### config.mk
export PLATFORM = sky130hd
export DESIGN_NAME = md_issue_buffer
export DESIGN_NICKNAME = d
export VERILOG_FILES = /design/src/rtl/md_issue_buffer.sv
export SDC_FILE = /design/constraint.sdc
export NUM_CORES = 1
export LEC_CHECK = 0
export BUFFER_PORTS_ARGS = -buffer_cell sky130_fd_sc_hd__buf_2
export CAP_MARGIN = 0
export CORE_ASPECT_RATIO = 0.5
export CORE_MARGIN = 3
export CORE_UTILIZATION = 55
export DETAILED_ROUTE_END_ITERATION = 6
export PLACE_DENSITY = 0.83
export SYNTH_ARGS = -nofsm -noshare
export SYNTH_HDL_FRONTEND = slang
export SYNTH_SLANG_ARGS = --single-unit
export TNS_END_PERCENT = 50
### constraint.sdc
create_clock -name clk -period 3.55 [get_ports clk]
set_input_delay 0.1775 -clock clk [delete_from_list [all_inputs] [get_ports clk]]
set_output_delay 0.1775 -clock clk [all_outputs]
set_load 0.02 [all_outputs]
### src/rtl/md_issue_buffer.sv
// In-order issue queue between the E-stage and the hi/lo multiply/divide unit.
// Latency: an op pushed at edge N can issue in cycle N+1 at the earliest (no bypass).
//          The issue outputs are combinational from the head entry.
// Backpressure: in_ready drops when the queue is full. Issue waits while md_busy is high.
//               rd_stall holds mfhi/mflo until the queue is empty and the unit is idle.
// Ports: clk/reset (sync, active-high) | in_valid/in_op/in_a/in_b/in_ready (push side)
//        md_busy/md_start/md_op/md_a/md_b (MD unit) | rd_req/rd_stall (hi/lo read hazard)
//        occupancy (registered entry count)
module md_issue_buffer #(
  parameter int DEPTH = 4,
  parameter int AW    = 2
) (
  input  logic          clk,
  input  logic          reset,
  input  logic          in_valid,
  input  logic [2:0]    in_op,
  input  logic [31:0]   in_a,
  input  logic [31:0]   in_b,
  output logic          in_ready,
  input  logic          md_busy,
  output logic          md_start,
  output logic [2:0]    md_op,
  output logic [31:0]   md_a,
  output logic [31:0]   md_b,
  input  logic          rd_req,
  output logic          rd_stall,
  output logic [AW:0]   occupancy
);

  localparam logic [2:0]  OP_MTHI  = 3'b100;
  localparam logic [2:0]  OP_MTLO  = 3'b101;
  localparam logic [2:0]  OP_NONE  = 3'b111;
  localparam logic [AW:0] FULL_CNT = (AW+1)'(DEPTH);

  typedef struct packed {
    logic [2:0]  op;
    logic [31:0] a;
    logic [31:0] b;
  } entry_t;

  entry_t        mem [DEPTH];
  entry_t        head;
  logic [AW-1:0] wr_ptr;
  logic [AW-1:0] rd_ptr;
  logic [AW:0]   count;
  logic          push;
  logic          issue;

  // Full queue refuses a push even when the head is leaving this cycle; this
  // keeps in_ready independent of md_busy and avoids a long combinational path.
  assign in_ready  = (count != FULL_CNT);
  assign push      = in_valid & in_ready & (in_op != OP_NONE);
  assign issue     = (count != '0) & ~md_busy;
  assign occupancy = count;

  // Stall while anything is queued (including the entry popping this cycle)
  // or the unit is still computing; hi/lo are only then in program order.
  assign rd_stall  = rd_req & ((count != '0) | md_busy);

  always_ff @(posedge clk) begin
    if (reset) begin
      wr_ptr <= '0;
      rd_ptr <= '0;
      count  <= '0;
    end else begin
      if (push) begin
        wr_ptr <= wr_ptr + 1'b1;
      end
      if (issue) begin
        rd_ptr <= rd_ptr + 1'b1;
      end
      case ({push, issue})
        2'b10:   count <= count + 1'b1;
        2'b01:   count <= count - 1'b1;
        default: count <= count;
      endcase
    end
  end

  // Entry payload needs no reset: it is only read where count says it is valid.
  always_ff @(posedge clk) begin
    if (push) begin
      mem[wr_ptr] <= '{op: in_op, a: in_a, b: in_b};
    end
  end

  always_comb begin
    head     = mem[rd_ptr];
    md_start = 1'b0;
    md_op    = OP_NONE;
    md_a     = '0;
    md_b     = '0;
    if (issue) begin
      md_op = head.op;
      md_a  = head.a;
      // mthi/mtlo are single-cycle writes of A: no Start, B forced to zero.
      if (head.op != OP_MTHI && head.op != OP_MTLO) begin
        md_start = 1'b1;
        md_b     = head.b;
      end
    end
  end

endmodule

==> results of run 1 <==
==> area by class of cell <==
| class | instances | area [sq um] | share of cell area [%] |
|---|---|---|---|
| Inverter | 9 | 33.8 | 0.254 |
| Multi-Input combinational cell | 175 | 2430 | 18.2 |
| Timing Repair Buffer | 221 | 1480 | 11.1 |
| Sequential cell | 277 | 8240 | 61.9 |
| Tap cell | 259 | 324 | 2.44 |
| Clock buffer | 25 | 626 | 4.70 |
| Clock inverter | 17 | 178 | 1.34 |
==> worst reg2reg max path, cell delays in order, from the launching register on <==
cell and delay, ns:
dfxtp_1 0.40, or3b_1 0.38, and3_1 0.26, inv_1 0.09
ha_1 0.18, inv_1 0.06, fa_1 0.37, xor2_1 0.17
or3_1 0.33, a21oi_1 0.17
==> metrics by stage <==
step | hold slack (ns) | util (%)
4_1_cts | 0.0446 | 70.5
2_1_floorplan | 0.276 | -
3_3_place_gp | 0.389 | 62.6
6_report | 0.0750 | 70.5
3_5_place_dp | 0.394 | 62.6
5_1_grt | 0.0790 | 70.5
==> routing by layer <==
metal  vias to the layer above  global-route usage, %
li1                       2465                      -
met1                      2863                   27.4
met2                       158                   34.3
met3                        34                   3.30
met4                         0                   4.95
met5                         -                      0
==> logic make-up after synthesis <==
kind of cell | synth area share [%]
AOI/OAI and AO/OA | 0.507
xor gates and xnor gates | 0.161
adders and majority gates | 0.760
buffers and inverters | 2.02
DFF | 75.8
muxes | 14.1
and+or+nand+nor | 6.72
==> state kept, by name (all words and copies together), names as in the netlist, named ones only <==
register / flops
mem: 268
occupancy: 3
wr_ptr: 2
rd_ptr: 2
==> cells in the final DEF, fill, tap and decap left out, drive strengths merged <==
cell type | Yosys | routed
a21boi | 1 | 1
a21oi | 4 | 4
a311oi | 1 | 1
a31o | 1 | 1
and2 | 4 | 4
and3 | 33 | 33
buf | 19 | 153
bufinv | 0 | 4
clkbuf | 12 | 25
clkinv | 0 | 12
clkinvlp | 0 | 1
dfxtp | 9 | 9
dlygate4sd3 | 0 | 68
edfxtp | 268 | 268
fa | 1 | 1
ha | 5 | 5
inv | 9 | 9
mux2 | 1 | 1
mux2i | 1 | 1
mux4 | 67 | 67
nand2 | 1 | 1
nand2b | 2 | 2
nand3 | 1 | 1
nor2 | 7 | 7
nor2b | 1 | 1
nor3 | 1 | 1
nor3b | 32 | 32
o21ai | 2 | 2
or3 | 6 | 6
or3b | 1 | 1
xor2 | 2 | 2
==> report_power, final <==
part           internal (mW)  leakage, nW  switching [mW]  total, mW
sequential              3.89         2.53          0.0986       3.99
combinational          0.936         1.77            1.25       2.18
clock                   1.56        0.393            1.11       2.67
==> path summary, 6_finish.rpt <==
check / start / end / slack [ns]
min reg2reg: wr_ptr[1] / wr_ptr[1] / 0.55
min: md_busy / flop / 0.08
max: flop / md_b[30] / 0.64
max reg2reg: occupancy[2] / occupancy[2] / 1.06
==> flow_summary.ini, run 1 <==
[setup_path]
cp_cell_sequence = mux4_2 -> nor2b_4 -> buf_12 -> nor3b_1 -> buf_2
path_buf_inv = 2
worstPathMaxFanout = 33
crit_family = flip-flops
start_kind = flop
end_kind = primary output
slowest_delay_ns = 0.66
required_ns = 3.37
slowest_stage = dfxtp_4
cp.arrival_ns = 2.73
worst-path-stages = 5
r2r_cells = 9
worstSetupPathType = reg -> out

[floorplanning]
initial_utilization_pct = 57.5
die_height_microns = 105
num_rows = 35
core_area_sq_um = 18900
dieWidth_microns = 205
floorplan.die_area_sq_um = 21600
pin_count = 145

[global_routing]
grt_pass1_wl_microns = 33200
first_global_vias = 5916
grt_antenna_before_repair = 0
gr-total-overflow = 0
grt.total_usage_pct = 20.0
grt_max_degree = 68

[sta]
setup_slack_ns = 0.645
fin_worst_skew_ns = 0.0176
maxSlewHeadroom_pct = 29.8
maxClockFrequency_ghz = 0.344
layout_min_cycle_time_ns = 2.91
rsz0062_at_grt = no
setup_viol = 0
fin_crit_sh_pct = 81.8
hold_viol = 0
fin_tns_setup_ns = 0
slew_viol_final = 0
worstMarginPinSlew_ns = 1.05

[flow_run]
cap_violations = 0

[yosys]
synth.top_cell.area_share_pct = 74.1
netlist_top_cells_area = edfxtp_1 (74%), mux4_2 (14%), nor3b_2 (3.3%)
yosys.area.top_type = edfxtp_1
syn_nets = 570
yosysUniqueCellTypes = 30
synthFlopType = edfxtp_1
yosysWarnings = 0
synthCells = 492
synth_edf_count = 268
ys_ff_latch = 277
synthArstFlopShare_pct = 0
yosys-top-cells-count = edfxtp_1 (268), mux4_2 (67), and3_1 (33)
avgSynthCellArea_sq_um = 22.1
syn_area_sq_um = 10900
yosysMostFrequentCell = edfxtp_1
yosysSeqAreaShare_pct = 75.8

[clock_network]
cts_buffer_depth = 3
cts_root_buf = clkbuf_16
numCtsBuffers = 24
clk_latency_ns = 0.51
cts.htree.levels = 1
cts_resized = 0
cts_setup_buffers = 0
cts_hold_buf = 68
tritoncts = yes
cts_sinks = 277
path_clk_slew_ns = 0.06

[route]
wl_per_cell_microns = 21.3
top_layer = met4
dr_wl_met2_microns = 10700
m1WireLength_microns = 8780
met3_length_microns = 991
firstDrtPassIters = 4
drc = 0
vias_per_cell = 5.62
vias = 5520
drt_iter0_markers = 356
routed_wl_microns = 20900
postRouteAntennaNets = 0

[cells_and_area]
nFillCells = 1157
insertedDiodeCount = 0
design_area_sq_um = 13300
drive_above_1_share_pct = 40.5
area_growth_pct = 22.5
nets = 786
instances_no_fill = 983

[power_and_ir_drop]
power_density_nw_per_um2 = 664
leakagePower_nw = 4.69
ir_drop_v = 0.000449
power.total_mw = 8.84

[status]
status = complete, no violations

[placement]
dpl_worst_slack_ns = 1.12
gp_congestion = 0.755
post-dp-hpwl_microns = 11400
place_inst = 873
place_area_sq_um = 11800
numPortBuffers = 144

[min_path]
hold-path-cell-count = 3
hold_path_class = in -> reg
Power figures use the tool's default switching activity.
==> inputs of run 2 (changes only) <==
--- a/config.mk
+++ b/config.mk
@@ -9,9 +9,9 @@
 export CAP_MARGIN = 0
 export CORE_ASPECT_RATIO = 0.5
 export CORE_MARGIN = 3
-export CORE_UTILIZATION = 55
+export CORE_UTILIZATION = 52
 export DETAILED_ROUTE_END_ITERATION = 6
-export PLACE_DENSITY = 0.83
+export PLACE_DENSITY = 0.82
 export SYNTH_ARGS = -nofsm -noshare
 export SYNTH_HDL_FRONTEND = slang
 export SYNTH_SLANG_ARGS = --single-unit
==> constraint.sdc (replaced) <==
create_clock -name clk -period 2.5 [get_ports clk]
set_input_delay 0.125 -clock clk [delete_from_list [all_inputs] [get_ports clk]]
set_output_delay 0.125 -clock clk [all_outputs]
set_load 0.02 [all_outputs]
==> flow_summary.ini, run 2 (synthesis gave the netlist of run 1 again) <==
[global_routing]
grt_max_degree = 35
first_global_vias = 6117
grt.total_usage_pct = 19.7
gr-total-overflow = 0
grt_antenna_before_repair = 0
grt_pass1_wl_microns = 34200

[placement]
post-dp-hpwl_microns = 12400
place_area_sq_um = 12000
gp_congestion = 0.766
numPortBuffers = 144
place_inst = 892

[sta]
slew_viol_final = 0
worstMarginPinSlew_ns = 0.631
fin_worst_skew_ns = 0.0106
rsz0062_at_grt = no
hold_viol = 0
fin_crit_sh_pct = 95.5
layout_min_cycle_time_ns = 2.39
setup_viol = 0
maxClockFrequency_ghz = 0.419
maxSlewHeadroom_pct = 57.6

[floorplanning]
dieWidth_microns = 210
pin_count = 145
die_height_microns = 108
num_rows = 36
initial_utilization_pct = 54.4
core_area_sq_um = 20000
floorplan.die_area_sq_um = 22800

[route]
routed_wl_microns = 21600
firstDrtPassIters = 4
vias = 5617
vias_per_cell = 5.55
drt_iter0_markers = 398
wl_per_cell_microns = 21.4
postRouteAntennaNets = 0
drc = 0

[setup_path]
worstSetupPathType = reg -> out
start_kind = flop
required_ns = 2.38
end_kind = primary output
cp.arrival_ns = 2.26
worstPathMaxFanout = 31

[cells_and_area]
largest_reg_flops = 268
nFillCells = 1270
insertedDiodeCount = 0
design_area_sq_um = 13500
nets = 806
top_register = mem
layout_common_cells = edfxtp_1 (268), buf_2 (144), dlygate4sd3_1 (70)
area_growth_pct = 24.7
drive_above_1_share_pct = 42.0
final_common_cell = edfxtp_1
instances_no_fill = 1012
postLayoutCoreUtil_pct = 67.9

[clock_network]
tritoncts = yes
numCtsBuffers = 25
cts.htree.levels = 1
cts_buffer_depth = 3
clk_latency_ns = 0.52
cts_sinks = 277
path_clk_slew_ns = 0.07
cts_root_buf = clkbuf_16

[flow_run]
cap_violations = 0

[min_path]
hold_path_class = in -> reg

[power_and_ir_drop]
ir_drop_v = 0.000680
leakagePower_nw = 4.81
power_density_nw_per_um2 = 932

[status]
status = complete, no violations
run 2: cell types whose count changed in the layout (fill, tap and decap cells not counted):
| cell | change |
|---|---|
| buf_6 | +1 |
| clkbuf_2 | +1 |
| clkinv_4 | +1 |
| bufinv_16 | -2 |
| buf_4 | +8 |
| clkbuf_8 | +2 |
| clkbuf_1 | +3 |
| clkinv_2 | +1 |
| clkinv_1 | -2 |
| nor3b_2 | +1 |
| dlygate4sd3_1 | +2 |
| buf_12 | +7 |
| nor3b_1 | -1 |
run 2: per-layer routing:
layer | vias up | track usage [%] | share of wire (%)
met5 | - | 0 | 0
met4 | 0 | 5.82 | 2.8
met3 | 50 | 3.88 | 5.2
met1 | 2884 | 25.6 | 41
met2 | 181 | 34.4 | 51
li1 | 2502 | - | -
run 2: layout make-up:
type	count	area [sq um]	share of cell area (%)
sequential	277	8240	60.8
clock inverter	15	124	0.915
timing repair buffer	240	1720	12.7
multi-input combinational	175	2430	18.0
tap	266	333	2.46
clock buffer	30	664	4.91
inverter	9	33.8	0.249
run 2: what timing repair did:
item	in CTS	in global routing
setup buffers	0	5
resized for setup	0	2
hold buffers	70	0
setup endpoints to repair	0	32
endpoints found under the hold margin	273	0
run 2: path summary, 6_finish.rpt:
kind / cells after the start / slack [ns] / to / startpoint
setup / recovery: 5 / 0.11 / md_b[4] / flop
hold / removal: 4 / 0.12 / wr_ptr[1] / in_valid
setup reg to reg: 9 / 0.21 / occupancy[2] / occupancy[2]
hold reg to reg: 2 / 0.54 / wr_ptr[1] / wr_ptr[1]
run 2: critical path: stages, from the launching register on:
cell,delay (ns)
dfxtp_4,0.41
mux4_2,0.54
nor2b_4,0.16
buf_12,0.19
nor3b_2,0.22
buf_2,0.21
run 2: metrics by stage:
step	setup WS, ns	setup TNS [ns]	power, mW	hold WS [ns]
finish	0.114	0	12.6	0.120
global route	0.0256	0	13.2	0.147
CTS	0.0171	0	12.7	0.0949
detailed placement	0.231	0	8.90	0.340
global placement	0.304	0	8.84	0.333
floorplan	-0.701	-94.00	7.95	0.224
run 2: power by group:
part	total, mW	internal, mW	switching (mW)
Sequential	5.65	5.52	0.134
Clock	3.70	2.10	1.60
Combinational	3.26	1.45	1.81
Total	12.6	9.06	3.55
==> inputs of run 3 (changes only) <==
--- a/config.mk
+++ b/config.mk
@@ -7,11 +7,13 @@
 export LEC_CHECK = 0
 export BUFFER_PORTS_ARGS = -buffer_cell sky130_fd_sc_hd__buf_2
 export CAP_MARGIN = 0
+export CELL_PAD_IN_SITES_DETAIL_PLACEMENT = 0
+export CELL_PAD_IN_SITES_GLOBAL_PLACEMENT = 1
 export CORE_ASPECT_RATIO = 0.5
 export CORE_MARGIN = 3
-export CORE_UTILIZATION = 52
+export CORE_UTILIZATION = 45
 export DETAILED_ROUTE_END_ITERATION = 6
-export PLACE_DENSITY = 0.82
+export PLACE_DENSITY = 0.81
 export SYNTH_ARGS = -nofsm -noshare
 export SYNTH_HDL_FRONTEND = slang
 export SYNTH_SLANG_ARGS = --single-unit
==> flow_summary.ini, run 3 (synthesis gave the netlist of run 1 again) <==
[setup_path]
r2r_setup_slack_ns = 0.19
start_kind = flop
reg2reg_from = occupancy[2]
slowest_stage = mux4_2
cp.arrival_ns = 2.23
path_buf_inv = 2
r2r_end = occupancy[2]
r2r_cells = 9
slowest_delay_ns = 0.53
required_ns = 2.38
crit_family = multiplexers
worstPathMaxFanout = 33
worstSetupPathType = reg -> out
end_kind = primary output
cp_cell_sequence = mux4_2 -> nor2b_4 -> buf_12 -> nor3b_2 -> buf_2

[cells_and_area]
instances_no_fill = 1048
insertedDiodeCount = 0
area_growth_pct = 24.8
layout_common_cells = edfxtp_1 (268), buf_2 (144), dlygate4sd3_1 (70)
top_register = mem
drive_above_1_share_pct = 41.2
design_area_sq_um = 13600
largest_reg_flops = 268
nets = 803
final_common_cell = edfxtp_1

[clock_network]
cts_root_buf = clkbuf_16
cts_sinks = 277
tritoncts = yes
clk_latency_ns = 0.52
numCtsBuffers = 24
path_clk_slew_ns = 0.06
cts.htree.levels = 1
cts_resized = 0
cts_buffer_depth = 3

[floorplanning]
initial_utilization_pct = 46.7
floorplan.die_area_sq_um = 26200
num_rows = 39
dieWidth_microns = 226
core_area_sq_um = 23300
pin_count = 145
die_height_microns = 116

[min_path]
hold_path_class = in -> reg
hold-path-cell-count = 4
holdCritStartpoint = in_valid
worstHoldEndpoint = wr_ptr[1]

[flow_run]
cap_violations = 0

[placement]
numPortBuffers = 144
gp_congestion = 0.714
place_inst = 933
post-dp-hpwl_microns = 12700
place_area_sq_um = 12100

[sta]
hold_viol = 0
maxClockFrequency_ghz = 0.424
fin_tns_setup_ns = 0
rsz0062_at_grt = no
worstMarginPinSlew_ns = 0.608
whs_ns = 0.118
setup_viol = 0
slew_viol_final = 0
maxSlewHeadroom_pct = 59.4
layout_min_cycle_time_ns = 2.36
fin_crit_sh_pct = 94.4
fin_worst_skew_ns = 0.00699

[global_routing]
gr-total-overflow = 0
grt_antenna_before_repair = 0
grt_max_degree = 52
first_global_vias = 6077
grt_pass1_wl_microns = 34000
grt.total_usage_pct = 17.1

[power_and_ir_drop]
power.total_mw = 12.6
ir_drop_v = 0.000429
leakagePower_nw = 4.79
power_density_nw_per_um2 = 932

[route]
drt_iter0_markers = 350
wl_per_cell_microns = 20.8
firstDrtPassIters = 4
drc = 0
routed_wl_microns = 21800
vias = 5531
vias_per_cell = 5.28
postRouteAntennaNets = 0

[status]
status = complete, no violations
-- run 3: how the worst max path moves through the flow --
stage / startpoint / end / slack (ns) / cells after the start
after floorplan: occupancy[0] / mem[2][0] / -0.70 / 4
after global placement: occupancy[2] / occupancy[2] / 0.29 / 9
after detailed placement: occupancy[2] / occupancy[2] / 0.21 / 9
after CTS: flop / md_b[29] / 0.09 / 5
after global routing: occupancy[2] / occupancy[2] / 0.01 / 9
final: flop / md_b[29] / 0.14 / 5
-- run 3: stage by stage --
stage               setup WS, ns  utilization (%)
global placement           0.289             51.8
CTS                       0.0858             58.2
global route             0.00977             58.2
finish                     0.140             58.2
floorplan                 -0.701                -
detailed placement         0.214             51.8
-- run 3: layout make-up --
class | count | area (sq um)
Tap cell | 307 | 384
Sequential cell | 277 | 8240
Multi-Input combinational cell | 175 | 2430
Timing Repair Buffer | 238 | 1700
Inverter | 9 | 33.8
Clock inverter | 12 | 128
Fill cell | 1719 | 9720
Clock buffer | 30 | 644
-- run 3: report_power, final --
part	switching [mW]	internal [mW]
logic	1.83	1.46
clock network	1.57	2.13
registers	0.127	5.52
total	3.53	9.10
-- run 3: worst register-to-register path: cells and delay by family (launching register included) --
kind	cells	cell delay, ns
AND/OR/NAND/NOR	3	0.88
adder cells (fa/ha/maj)	2	0.55
flip-flops	1	0.40
XOR/XNOR	1	0.16
AO/OA/AOI/OAI	1	0.15
buffers and inverters	2	0.12
-- run 3: routing by layer --
layer	GRT usage [%]	vias to the layer above	share of wire (%)
met1	22.0	2916	42
met4	3.85	0	1.7
met2	30.6	95	53
met5	0	-	0
met3	3.49	28	4.1
li1	-	2492	-
-- run 3: timing repair --
| item | CTS | global route |
|---|---|---|
| endpoints found under the setup margin | 8 | 0 |
| hold buffers | 70 | 0 |
| setup buffers | 3 | 0 |
| hold endpoints to repair | 274 | 0 |
